File: config.mk
export PLATFORM = sky130hd
export DESIGN_NAME = sram_1rw_ctrl
export DESIGN_NICKNAME = d
export VERILOG_FILES = /design/src/rtl/sram_1rw_ctrl.sv
export SDC_FILE = /design/constraint.sdc
export NUM_CORES = 1
export LEC_CHECK = 0
export ABC_AREA = 1
export CAP_MARGIN = 30
export CORE_UTILIZATION = 32
export DETAILED_ROUTE_END_ITERATION = 10
export PLACE_DENSITY = 0.67
export SYNTH_ARGS = -nofsm -noshare
export SYNTH_HDL_FRONTEND = slang
export SYNTH_SLANG_ARGS = --single-unit
File: constraint.sdc
create_clock -name clock -period 4.05 [get_ports clock]
set_input_delay 1.0125 -clock clock [delete_from_list [all_inputs] [get_ports clock]]
set_output_delay 1.0125 -clock clock [all_outputs]
set_load 0.02 [all_outputs]
File: src/rtl/sram_1rw_ctrl.sv
// Client-side controller for a 1RW SRAM macro: arbitrates write and read request
// streams onto the single port and buffers one-cycle-latency read data in a 2-entry FIFO.
module sram_1rw_ctrl #(
  parameter int ADDR_WIDTH = 1,
  parameter int DATA_WIDTH = 72
) (
  input  logic                  clock,
  input  logic                  reset,
  input  logic                  w_valid,
  output logic                  w_ready,
  input  logic [ADDR_WIDTH-1:0] w_addr,
  input  logic [DATA_WIDTH-1:0] w_data,
  input  logic                  r_req_valid,
  output logic                  r_req_ready,
  input  logic [ADDR_WIDTH-1:0] r_req_addr,
  output logic                  r_resp_valid,
  input  logic                  r_resp_ready,
  output logic [DATA_WIDTH-1:0] r_resp_data,
  output logic                  sram_en,
  output logic                  sram_wmode,
  output logic [ADDR_WIDTH-1:0] sram_addr,
  output logic [DATA_WIDTH-1:0] sram_wdata,
  input  logic [DATA_WIDTH-1:0] sram_rdata
);

  logic                  inflight;
  logic                  last_grant;
  logic                  rd_ptr;
  logic                  wr_ptr;
  logic [1:0]            fifo_count;
  logic [DATA_WIDTH-1:0] fifo_mem [2];

  logic [2:0] credit_used;
  logic       rd_ok;
  logic       contend;
  logic       grant_rd;
  logic       grant_wr;
  logic       push;
  logic       pop;

  // A read may issue only if its data is guaranteed a FIFO slot on capture.
  assign credit_used = {1'b0, fifo_count} + {2'b00, inflight};
  assign rd_ok       = r_req_valid && (credit_used < 3'd2);
  assign contend     = w_valid && rd_ok;

  always_comb begin
    grant_rd = 1'b0;
    grant_wr = 1'b0;
    if (!reset) begin
      grant_rd = contend ? !last_grant : rd_ok;
      grant_wr = contend ? last_grant  : w_valid;
    end
  end

  assign w_ready     = grant_wr;
  assign r_req_ready = grant_rd;

  assign sram_en     = grant_wr || grant_rd;
  assign sram_wmode  = grant_wr;
  assign sram_addr   = grant_wr ? w_addr : r_req_addr;
  assign sram_wdata  = w_data;

  // Macro output is registered, so data for a read issued last cycle is valid now.
  assign push         = inflight;
  assign r_resp_valid = (fifo_count != 2'd0);
  assign pop          = r_resp_valid && r_resp_ready;
  assign r_resp_data  = fifo_mem[rd_ptr];

  always_ff @(posedge clock) begin
    if (reset) begin
      inflight   <= 1'b0;
      last_grant <= 1'b0;
      rd_ptr     <= 1'b0;
      wr_ptr     <= 1'b0;
      fifo_count <= 2'd0;
    end else begin
      inflight <= grant_rd;
      if (contend) last_grant <= grant_rd;
      if (push) wr_ptr <= !wr_ptr;
      if (pop)  rd_ptr <= !rd_ptr;
      case ({push, pop})
        2'b10:   fifo_count <= fifo_count + 2'd1;
        2'b01:   fifo_count <= fifo_count - 2'd1;
        default: fifo_count <= fifo_count;
      endcase
    end
  end

  // Storage is left unreset; only occupancy state is cleared.
  always_ff @(posedge clock) begin
    if (push) fifo_mem[wr_ptr] <= sram_rdata;
  end

endmodule
# After elaboration in Yosys (flattened, before gate mapping)
# Memories as Yosys holds them, arrays and structs flattened. A register that Yosys moved wholly into a read port is not among the register bits.
# Index checks and enable logic that the tools add are counted.
[totals]
output_inout_bits = 150
n_memories = 1
ramBits = 144
elab_cells = 31
romBits = 0
latchBits = 0
regBits = 6
[memory_table]
columns = ["name", "depth", "word_bits", "read_ports", "rd_ports_with_merged_regs", "wr", "line", "text"]
rows = [
  ["fifo_mem", 2, 72, 1, 1, 1, "31", "logic [DATA_WIDTH-1:0] fifo_mem [2];"],
]
[classes]
mux = 10
multipliers = 0
bitwise_logic = 0
eq_ne = 2
n_addsub = 3
n_shift = 0
div_mod_pow = 0
n_lt_le_gt_ge = 1
reduce_logical = 9
[op_table]
columns = ["operator", "n"]
rows = [
  ["$mux 1", 9],
  ["$pmux 2 s2", 1],
  ["$reduce_bool 2->1", 2],
  ["$add 2x1->3", 1],
  ["$logic_and 1x1->1", 3],
  ["$logic_not 1->1", 3],
  ["$lt 3x2->1 const B", 1],
  ["$add 2x1->2 const B", 1],
  ["$eq 2x1->1 const B", 1],
  ["$eq 2x2->1 const B", 1],
  ["$sub 2x1->2 const B", 1],
  ["$logic_or 1x1->1", 1],
]

# Logic depth before layout (Yosys ltp)
[depth]
depth_word = 7
mapped_depth = 6
ltp_nobuf = 6

# Least setup slack after synthesis
# Ideal clock, no wire load.
[synth_timing]
kind = "flip-flop to flip-flop"
from = "reg inflight"
to = "mem fifo_mem[0][0], enable pin"
t_arrival_ns = 3.427
stages_incl_launch_ff = 3
setup_time_ns = 0.503
required_ns = 3.547
n_path_buf = 0
path_slack_ns = 0.120
period_less_slack_ns = 3.930
path_cell_list = "dfxtp_1 > inv_1 > nor2_1"
[synth_via]
elab_chain_cells = 2
[synth_lines]
columns = ["element", "line", "text"]
rows = [
  ["start: declaration", "26", "logic inflight;"],
  ["start signal: assignment", "77", "inflight <= grant_rd;"],
  ["$mux 1", "91", "if (push) fifo_mem[wr_ptr] <= sram_rdata;"],
  ["$mux 1 (implied by the code)", "91", ""],
  ["end: declaration", "31", ""],
]
# Every way passes these cells.

# Final worst setup path
[layout_timing]
from = "in r_req_valid"
to = "out sram_addr"
[layout_via]
elab_chain_cells = 5
[layout_lines]
columns = ["element", "line", "text"]
rows = [
  ["start: declaration", "13", "input logic r_req_valid,"],
  ["$logic_and 1x1->1", "43", "assign rd_ok = r_req_valid && (credit_used < 3'd2);"],
  ["$logic_and 1x1->1", "44", "assign contend = w_valid && rd_ok;"],
  ["$mux 1", "51", "grant_wr = contend ? last_grant : w_valid;"],
  ["$mux 1", "49", "if (!reset) begin"],
  ["$mux 1", "60", "assign sram_addr = grant_wr ? w_addr : r_req_addr;"],
  ["end: declaration", "21", "output logic [ADDR_WIDTH-1:0] sram_addr,"],
]
# Every way passes these cells.

==> impl_metrics.yaml <==
status:
  outcome: "completed"
place:
  numPortBuffers: 156
  placed_area_um2: 7715
  gp_congestion: 0.9684
  post-place-ws_ps: 419.1
  dp_hpwl_mm: 11.68
  dp_cells: 699
sta:
  hold_viol_final: 0
  fin_crit_ps: 3655
  fin_skew_ps: 11.90
  timing.final.crit_share_pct: 90.25
  setup_viol: 0
  drv_slew: 0
  finalSetupTns_ps: 0
  layout_setup_ws_ps: 394.9
  grt_setup_unrepaired: "false"
  max_freq_mhz: 273.6
  slew_headroom_pct: 38.39
  tightestPinTransition_ps: 921.9
global_routing:
  grt_max_degree: 40
  track_usage_pct: 14.66
  grt_first_pass_wirelength_mm: 20.88
  grt.overflow.total: 0
  grt_pass1_vias: 3320
  antenna_found_initial: 0
clocking:
  htree_levels: 4
  cts_tree: "done"
  clk_pin_slew_ps: 50
  postCtsHoldBufs: 0
  cts_setup_buffers: 0
  cts_buffers: 17
  clockBufferDepth: 2
  root_buffer: "clkbuf_16"
  clk_latency_ps: 410
  cts.sinks: 151
  cts-resized-gates: 0
final_layout:
  final_area_um2: 8289
  drive_above_1_share_pct: 23.61
  area_growth_pct: 28.34
  final_util_pct: 42.18
  num_antenna_cells: 0
  nets: 605
  layout_common_cells: "clkdlybuf4s50_1, edfxtp_1, mux2_4"
  layout_commonest_cell: "clkdlybuf4s50_1"
  instances_no_fill: 731
hold_path:
  hold_class: "flop to flop"
  hold_start: "rd_ptr$_SDFFE_PP0P_"
worst_setup_path:
  rr_startpoint: "inflight$_SDFF_PP0_"
  path_max_fanout: 3
  startpoint_type: "input port"
  reg2reg_setup_slack_ps: 2030
  crit_arrival_ps: 2640
  critPathRequiredTime_ps: 3040
  worstSetupPathType: "input port to output port"
  end_kind: "output port"
  worstSetupStartpoint: "r_req_valid"
drt:
  vias: 3169
  postRouteAntennaNets: 0
  dr.first_iter.drc_count: 136
  dr.pass1.iters: 4
  avgViaCountPerCell: 4.335
  drc_errors: 0
  wl_per_cell_um: 21.12
  finalWirelength_mm: 15.44
synthesis:
  synth_fp_nets: 506
  synth_top_area_cell: "edfxtp_1"
  synth_area_um2: 6459
  synthCells: 354
  netlist.area_leader.share_pct: 66.95
  seq_area_frac_synth_pct: 69.12
  synth.area.top_cells: "edfxtp_1, mux2_4, buf_4, buf_12, dfxtp_1"
  ys_types: 19
  syn_area_per_cell_um2: 18.24
  synth-seq-cells: 151
  ys.warnings.count: 0
floorplanning:
  initial_core_util_pct: 32.86
  dieArea_um2: 20760
  die_w_um: 144.1
  row_count: 51
  coreArea_um2: 19650
  fp.dieH_um: 144.1
  ios: 301
pwr:
  irDropWorstVdd_mv: 0.2670
  power_leakage_nw: 2.950
  power_density_nw_per_um2: 504.9
run:
  maxCapViolCount: 0
==> Yosys cell counts, drive strengths merged <==
cell	instances
a21oi	3
buf	81
dfxtp	7
edfxtp	144
ha	1
inv	13
mux2	72
nand2	13
nand3	3
nand4	2
nor2	10
nor3	1
o211ai	1
o21a	1
o21ai	1
or2	1
==> where the power goes <==
part | internal, W | leakage (nW) | switching, W | total, W
logic | 0.000446 | 1.30 | 0.000369 | 0.000816
clock network | 0.000926 | 0.274 | 0.000595 | 0.00152
registers | 0.00181 | 1.38 | 0.0000405 | 0.00185
==> path summary, 6_finish.rpt <==
kind,cells past startpoint,to
hold reg to reg,2,rd_ptr$_SDFFE_PP0P_
setup reg to reg,3,fifo_mem[0][37]$_DFFE_PP_
setup / recovery,8,sram_addr
hold / removal,2,rd_ptr$_SDFFE_PP0P_
==> critical path, stage by stage <==
cell and delay, ps:
clkdlybuf4s50_1 510, inv_1 50, nor2_1 130, nand3_1 110, nand2_1 110, nand2_1 60, nand2_1 60, clkdlybuf4s50_1 600
==> state kept, by name, indices dropped and copies added (netlist names), named ones only <==
register    count
fifo_count      2
fifo_mem      144
inflight        1
last_grant      1
rd_ptr          1
wr_ptr          1
==> stage by stage <==
| stage | total power [W] | hold WS, ps |
|---|---|---|
| final | 0.004185 | 522.1 |
| after global routing | 0.004349 | 569.6 |
| after CTS | 0.004238 | 521.9 |
| after detailed placement | 0.002708 | 504.4 |
| after global placement | 0.002693 | 485.9 |
| after floorplan | 0.002494 | 466.9 |
==> per-layer routing <==
layer / part of all wire [%] / vias up / global-route usage, %
met5: 0 / - / 0
met1: 30 / 1515 / 12.09
li1: - / 1419 / -
met4: 5.6 / 0 / 10.08
met3: 13 / 42 / 8.609
met2: 52 / 193 / 25.91
==> kinds of logic (layout without fill, tap and decap cells) <==
group,after synthesis,after routing,share of synthesized area [%]
compound gates,6,6,0.5424
fa+ha+maj,1,1,0.1937
buf+inv,94,206,11.58
flops,151,151,69.12
mux,72,72,16.62
simple gates,30,30,1.937
==> area by class of cell <==
| type | instances | area (um2) |
|---|---|---|
| clock inverters | 11 | 123.9 |
| multi-input cells | 109 | 1254 |
| flip-flops and latches | 151 | 4468 |
| clock buffers | 21 | 450.4 |
| repair buffers | 161 | 1612 |
| fillers | 1798 | 11360 |
| well taps | 265 | 331.6 |
| inverters | 13 | 50.05 |
No activity file was read; power rests on OpenSTA's default activity.
